$ cat config.mk
export PLATFORM = sky130hd
export DESIGN_NAME = rate_interp_stage_flat
export DESIGN_NICKNAME = d
export VERILOG_FILES = /design/src/rtl/rate_interp_pkg.sv /design/src/rtl/rate_interp_stage_if.sv /design/src/rtl/rate_interp_phase_ctr.sv /design/src/rtl/rate_interp_stage.sv /design/src/flat_wrapper.sv
export SDC_FILE = /design/constraint.sdc
export NUM_CORES = 1
export LEC_CHECK = 0
export CAP_MARGIN = 25
export CORE_MARGIN = 1.5
export CORE_UTILIZATION = 54
export CTS_CLUSTER_DIAMETER = 50
export DETAILED_ROUTE_END_ITERATION = 8
export GPL_TIMING_DRIVEN = 0
export PLACE_DENSITY = 0.89
export SLEW_MARGIN = 20
export SYNTH_ARGS = -nofsm -noshare
export SYNTH_HDL_FRONTEND = slang
export SYNTH_SLANG_ARGS = --single-unit
$ cat constraint.sdc
create_clock -name clk -period 3.5 [get_ports clk]
set_input_delay 0.7 -clock clk [delete_from_list [all_inputs] [get_ports clk]]
set_output_delay 0.7 -clock clk [all_outputs]
set_load 0.03 [all_outputs]
$ cat src/rtl/rate_interp_pkg.sv
// Shared types for the rate interpolation stage: FSM states, mode encodings,
// and the per-sample record (data, interpolation factor, mode) used for the
// active and skid-buffered samples.
package rate_interp_pkg;

  // Default widths. The sample record is sized from these, so the stage
  // parameters must keep the same values.
  localparam int SMP_WIN = 19;
  localparam int SMP_LW  = 5;

  typedef enum logic {
    IDLE = 1'b0,
    EMIT = 1'b1
  } state_t;

  localparam logic MODE_ZSTUFF = 1'b0;
  localparam logic MODE_HOLD   = 1'b1;

  typedef struct packed {
    logic signed [SMP_WIN-1:0] data;
    logic [SMP_LW-1:0]         l;
    logic                      mode;
  } sample_t;

  // A factor of 0 behaves as 1 (plain pass-through).
  function automatic logic [SMP_LW-1:0] norm_l(input logic [SMP_LW-1:0] l);
    return (l == '0) ? SMP_LW'(1) : l;
  endfunction

endpackage

$ cat src/rtl/rate_interp_stage_if.sv
// Sample stream bundle for the rate interpolation stage.
// Ports: data_in/val_in/rdy_in (input side), data_out/val_out (output side).
// master = producer/consumer outside the stage, slave = the stage itself.
interface rate_interp_stage_if #(
  parameter int WIN = rate_interp_pkg::SMP_WIN
);
  logic signed [WIN-1:0] data_in;
  logic                  val_in;
  logic                  rdy_in;
  logic signed [WIN-1:0] data_out;
  logic                  val_out;

  modport master (
    output data_in,
    output val_in,
    input  rdy_in,
    input  data_out,
    input  val_out
  );

  modport slave (
    input  data_in,
    input  val_in,
    output rdy_in,
    output data_out,
    output val_out
  );
endinterface

$ cat src/rtl/rate_interp_phase_ctr.sv
// Phase counter for one interpolated sample: counts output phases 0..L-1.
// Ports: clk, rst, load (restart at 0), adv (one phase this cycle),
// l_cur (factor of the active sample), phase, tc (last phase taken now).
module rate_interp_phase_ctr #(
  parameter int LW = 5
) (
  input  logic          clk,
  input  logic          rst,
  input  logic          load,
  input  logic          adv,
  input  logic [LW-1:0] l_cur,
  output logic [LW-1:0] phase,
  output logic          tc
);

  assign tc = adv && (phase == (l_cur - LW'(1)));

  // Terminal count returns to 0 so the next sample, bypassed or drained
  // from the skid entry, starts on phase 0 without an explicit load.
  always_ff @(posedge clk or posedge rst) begin
    if (rst) begin
      phase <= '0;
    end else if (load || tc) begin
      phase <= '0;
    end else if (adv) begin
      phase <= phase + LW'(1);
    end
  end

endmodule

$ cat src/rtl/rate_interp_stage.sv
// Runtime-configurable 1:L up-sampler between the decimated section and the
// high-rate filter chain; each accepted sample yields L outputs paced by
// out_stb, as zero-stuffed (sample, then zeros) or zero-order hold.
// Ports: clk, rst (async, active high), bus (slave: data_in/val_in/rdy_in,
// data_out/val_out), out_stb, l_factor, mode, ovf.
// Option: RATE_INTERP_OVF_EN enables the sticky ovf flag; otherwise ovf = 0.
module rate_interp_stage
  import rate_interp_pkg::*;
#(
  parameter int WIN = SMP_WIN,
  parameter int LW  = SMP_LW
) (
  input  logic                clk,
  input  logic                rst,
  rate_interp_stage_if.slave  bus,
  input  logic                out_stb,
  input  logic [LW-1:0]       l_factor,
  input  logic                mode,
  output logic                ovf
);

  state_t  state, state_nxt;
  sample_t cur, pend, smp_in;
  logic    pend_vld;
  logic    acc, stb_en, tc;
  logic [LW-1:0] phase;
  logic    cur_from_in, cur_from_pend, pend_from_in, ctr_load;
  logic signed [WIN-1:0] data_q;
  logic    val_q;

  assign bus.rdy_in   = !pend_vld;
  assign acc          = bus.val_in && !pend_vld;
  assign stb_en       = (state == EMIT) && out_stb;
  assign bus.data_out = data_q;
  assign bus.val_out  = val_q;

  // Factor and mode travel with the sample, so later input changes never
  // touch samples already accepted.
  assign smp_in = '{data: bus.data_in, l: norm_l(l_factor), mode: mode};

  rate_interp_phase_ctr #(.LW(LW)) u_phase_ctr (
    .clk   (clk),
    .rst   (rst),
    .load  (ctr_load),
    .adv   (stb_en),
    .l_cur (cur.l),
    .phase (phase),
    .tc    (tc)
  );

  always_ff @(posedge clk or posedge rst) begin
    if (rst) begin
      state <= IDLE;
    end else begin
      state <= state_nxt;
    end
  end

  always_comb begin
    state_nxt     = state;
    cur_from_in   = 1'b0;
    cur_from_pend = 1'b0;
    pend_from_in  = 1'b0;
    ctr_load      = 1'b0;
    case (state)
      IDLE: begin
        if (acc) begin
          cur_from_in = 1'b1;
          ctr_load    = 1'b1;
          state_nxt   = EMIT;
        end
      end
      EMIT: begin
        if (tc) begin
          // rdy_in is low whenever pend is full, so draining pend and
          // accepting a new sample can never coincide.
          if (pend_vld) begin
            cur_from_pend = 1'b1;
          end else if (acc) begin
            cur_from_in = 1'b1;
          end else begin
            state_nxt = IDLE;
          end
        end else if (acc) begin
          pend_from_in = 1'b1;
        end
      end
      default: state_nxt = IDLE;
    endcase
  end

  always_ff @(posedge clk or posedge rst) begin
    if (rst) begin
      cur      <= '0;
      pend     <= '0;
      pend_vld <= 1'b0;
      data_q   <= '0;
      val_q    <= 1'b0;
    end else begin
      if (cur_from_pend) begin
        cur <= pend;
      end else if (cur_from_in) begin
        cur <= smp_in;
      end

      if (pend_from_in) begin
        pend     <= smp_in;
        pend_vld <= 1'b1;
      end else if (cur_from_pend) begin
        pend_vld <= 1'b0;
      end

      // Output bus is forced to zero on non-valid cycles.
      val_q <= stb_en;
      if (stb_en && ((phase == '0) || (cur.mode == MODE_HOLD))) begin
        data_q <= cur.data;
      end else begin
        data_q <= '0;
      end
    end
  end

`ifdef RATE_INTERP_OVF_EN
  logic ovf_q;

  always_ff @(posedge clk or posedge rst) begin
    if (rst) begin
      ovf_q <= 1'b0;
    end else if (bus.val_in && pend_vld) begin
      ovf_q <= 1'b1;
    end
  end

  assign ovf = ovf_q;
`else
  assign ovf = 1'b0;
`endif

endmodule

$ cat src/flat_wrapper.sv
// flat-port wrapper written by rule: the top's interface ports become plain ports
module rate_interp_stage_flat import rate_interp_pkg::*;
#(
  parameter int WIN = SMP_WIN,
  parameter int LW  = SMP_LW
)
  (clk, rst, out_stb, l_factor, mode, ovf, bus_data_in, bus_val_in, bus_rdy_in, bus_data_out, bus_val_out);
  rate_interp_stage_if #(.WIN(WIN)) bus_i ();
  input  logic clk;
  input  logic rst;
  input  logic out_stb;
  input  logic [LW-1:0] l_factor;
  input  logic mode;
  output logic ovf;
  input wire logic [$bits(bus_i.data_in)-1:0] bus_data_in;
  input wire logic [$bits(bus_i.val_in)-1:0] bus_val_in;
  output wire logic [$bits(bus_i.rdy_in)-1:0] bus_rdy_in;
  output wire logic [$bits(bus_i.data_out)-1:0] bus_data_out;
  output wire logic [$bits(bus_i.val_out)-1:0] bus_val_out;
  assign bus_i.data_in = bus_data_in;
  assign bus_i.val_in = bus_val_in;
  assign bus_rdy_in = bus_i.rdy_in;
  assign bus_data_out = bus_i.data_out;
  assign bus_val_out = bus_i.val_out;
  rate_interp_stage #(.WIN(WIN), .LW(LW)) u_core (.clk(clk), .rst(rst), .bus(bus_i), .out_stb(out_stb), .l_factor(l_factor), .mode(mode), .ovf(ovf));
endmodule
==> impl_metrics.py <==
metrics = {
    "worst_setup_path": {
        "cp.required_ps": 3730,
        "worst_setup_path_start_kind": "register",
        "cp.depth": 8,
        "crit_family": "compound AO/OA/AOI/OAI gates",
        "timing_worst_setup_path_type": "register to register",
        "path_max_fanout": 10,
        "worst_setup_path_end_kind": "register",
        "slowest_stage": "a221oi_2",
        "arrival_ps": 2870,
        "rr_worst_depth": 8,
        "cp.buffers_inverters": 2,
        "cp_slowest_stage_delay_ps": 410,
        "rrSetupSlack_ps": 860,
        "cp_cell_sequence": "inv_1 -> ha_1 -> o21ba_1 -> a221oi_2 -> o211ai_2 -> a21oi_4 -> buf_4 -> mux2_2",
    },
    "route": {
        "post_drt_wl_per_cell_um": 16.6,
        "drc": 0,
        "vias_per_cell": 5.24,
        "final_antenna_net_count": 0,
        "wirelength_um": 6290,
        "drt_first_pass_iters": 4,
        "drt_iter0_drc": 51,
        "vias": 1982,
    },
    "timing": {
        "finalClockSkew_ps": 8.30,
        "whs_ps": 473,
        "slew_headroom_pct": 53.8,
        "hold_viol": 0,
        "max_freq_ghz": 0.379,
        "worst_pin_slew_ps": 690,
        "min_period_ps": 2640,
        "rsz0062_at_grt": "no",
        "maxSlewViolCount": 0,
        "setup-violations-final": 0,
        "timing.final.crit_share_pct": 75.4,
    },
    "power_and_ir_drop": {
        "p_sw_share_pct": 31.7,
        "cellPowerDensity_nw_per_um2": 890,
        "power.share.sequential_pct": 40.1,
        "comb_power_share_pct": 38.7,
        "p_int_w": 0.00263,
        "vdd_drop_max_mv": 0.445,
        "switchingPower_w": 0.00122,
        "total_power_w": 0.00385,
        "clkPwrFrac_pct": 21.2,
        "power_leakage_nw": 1.91,
    },
    "synthesis": {
        "syn_nets": 268,
        "postSynthAreaPerCell_um2": 14.7,
        "synth_area_um2": 3470,
        "syn_inst": 236,
        "synth_cell_types": 33,
        "yosysWarnings": 0,
        "synth-seq-area-share_pct": 55.6,
        "ys_seq_elements": 77,
    },
    "layout": {
        "fin_nets": 329,
        "syn2layout_area_growth_pct": 24.9,
        "final_cell_mix": "77 x dfrtp_1, 52 x mux2_2, 49 x clkdlybuf4s50_1, 19 x mux2_4, 19 x and2_1",
        "mostFrequentLayoutCell": "dfrtp_1",
        "drive_above_1_share_pct": 35.2,
        "num_antenna_cells": 0,
    },
    "clocking": {
        "hold_buffers": 0,
        "cts_setup_buffers": 0,
        "clockBufferDepth": 2,
        "cts_root_buffer": "clkbuf_8",
        "cts.repair.resized": 0,
        "clock_latency_ps": 350,
        "path_clk_slew_ps": 70,
        "ctsHtreeMaxLevel": 3,
        "cts_tree": "done",
        "clock_sinks": 77,
        "numCtsBuffers": 9,
    },
    "floorplan": {
        "initial_core_util_pct": 55.2,
        "die_w_um": 83.1,
        "dieHeight_um": 83.1,
        "io_pins": 51,
        "std_cell_rows": 29,
        "fp.dieArea_um2": 6910,
        "core_area_um2": 6280,
    },
    "global_routing": {
        "grt_max_degree": 56,
        "grt_pass1_wl_um": 10600,
        "grt-ovfl-total": 0,
        "track_usage_pct": 20.1,
        "grt_pass1_vias": 2139,
        "grt_antenna_before_repair": 0,
    },
    "placed_design": {
        "hpwl_um": 4170,
        "io_buffers": 49,
        "gp_congestion": 0.755,
    },
    "run": {
        "max_cap_viol_count": 0,
    },
    "run_status": {
        "status": "complete, no violations",
    },
    "hold_path": {
        "hold-path-cell-count": 1,
        "hold_class": "register to register",
    },
}
## through the flow
stage	setup TNS [ps]	setup slack [ps]	util [%]	std cells	cell area [µm²]
global route	0	741	69.0	378	4330
global placement	-23550	-309	64.6	362	4050
finish	0	862	69.0	378	4330
floorplan	0	833	-	236	3470
detailed placement	0	650	65.0	363	4080
CTS	0	852	69.0	378	4330
## per-layer routing
layer	vias up	wire (µm)	track usage, %
met4	0	199	12.3
li1	928	-	-
met5	-	0	0
met1	985	2680	24.8
met2	50	3200	32.9
met3	19	216	3.48
## worst paths after layout
| check | endpoint | from |
|---|---|---|
| hold / removal | u_core.bus.data_out[16] | u_core.cur[22] |
| min in group asynchronous | u_core.pend[15] | rst |
| hold reg to reg | u_core.bus.data_out[16] | u_core.cur[22] |
| setup reg to reg | u_core.cur[16] | u_core.cur[1] |
| max in group asynchronous | u_core.cur[0] | rst |
| setup / recovery | u_core.cur[16] | u_core.cur[1] |
## layout make-up
| type | count | area [µm²] |
|---|---|---|
| timing repair buffer | 50 | 518 |
| tap | 77 | 96.3 |
| inverter | 8 | 32.5 |
| fill | 434 | 1950 |
| multi-input combinational | 141 | 1400 |
| clock buffer | 11 | 151 |
| sequential | 77 | 1930 |
| buffer | 10 | 111 |
| clock inverter | 4 | 95.1 |
## state kept, by name, indices dropped and copies added (netlist names)
name,flops
u_core.bus.data_out,19
u_core.cur,25
u_core.state,1
u_core.pend_vld,1
u_core.pend,25
u_core.bus.val_out,1
u_core.u_phase_ctr.phase,5
## kinds of logic after synthesis
logic type	synth area share (%)
DFF	55.6
AOI/OAI and AO/OA	3.25
buffers and inverters	4.08
adders and majority gates	1.08
muxes	26.3
xor gates and xnor gates	2.53
and+or+nand+nor	7.08
other	0.108
## power groups by stage
stage | clock network, W | logic, W | registers, W
floorplan | 0 | 0.000983 | 0.00164
finish | 0.000816 | 0.00149 | 0.00154
global route | 0.000860 | 0.00161 | 0.00160
global placement | 0 | 0.00144 | 0.00152
CTS | 0.000830 | 0.00151 | 0.00155
detailed placement | 0 | 0.00150 | 0.00155
## cells in the mapped netlist
master | number | area share [%]
nor3_2 | 1 | 0.29
o41ai_1 | 1 | 0.25
o211ai_2 | 1 | 0.36
o21ba_1 | 1 | 0.29
and2_1 | 19 | 3.4
dfrtp_1 | 77 | 56
nand4_1 | 2 | 0.36
xor2_1 | 5 | 1.3
mux2_2 | 52 | 17
buf_4 | 3 | 0.65
buf_6 | 4 | 1.3
ha_1 | 3 | 1.1
or2_2 | 1 | 0.18
inv_1 | 8 | 0.87
nor3_1 | 1 | 0.14
mux2_4 | 19 | 8.2
nor4b_2 | 1 | 0.43
conb_1 | 1 | 0.11
clkbuf_1 | 1 | 0.11
nor2_1 | 7 | 0.76
buf_12 | 2 | 1.2
nor4b_1 | 1 | 0.25
nand3_1 | 1 | 0.14
xnor2_1 | 5 | 1.3
o21ai_0 | 2 | 0.29
nand2_1 | 7 | 0.76
a221oi_2 | 1 | 0.43
a21o_2 | 1 | 0.25
a21oi_1 | 1 | 0.14
and4_4 | 1 | 0.32
mux2i_1 | 4 | 1.2
o2111ai_4 | 1 | 0.76
a21oi_4 | 1 | 0.47
## worst register-to-register path: cells and delay by family, from the launching register on
family	cells	cell delay (ps)
compound gates	4	1170
flops	1	400
mux	1	370
buf+inv	2	340
fa+ha+maj	1	260
Note: power is estimated with default switching activity, not from simulation.
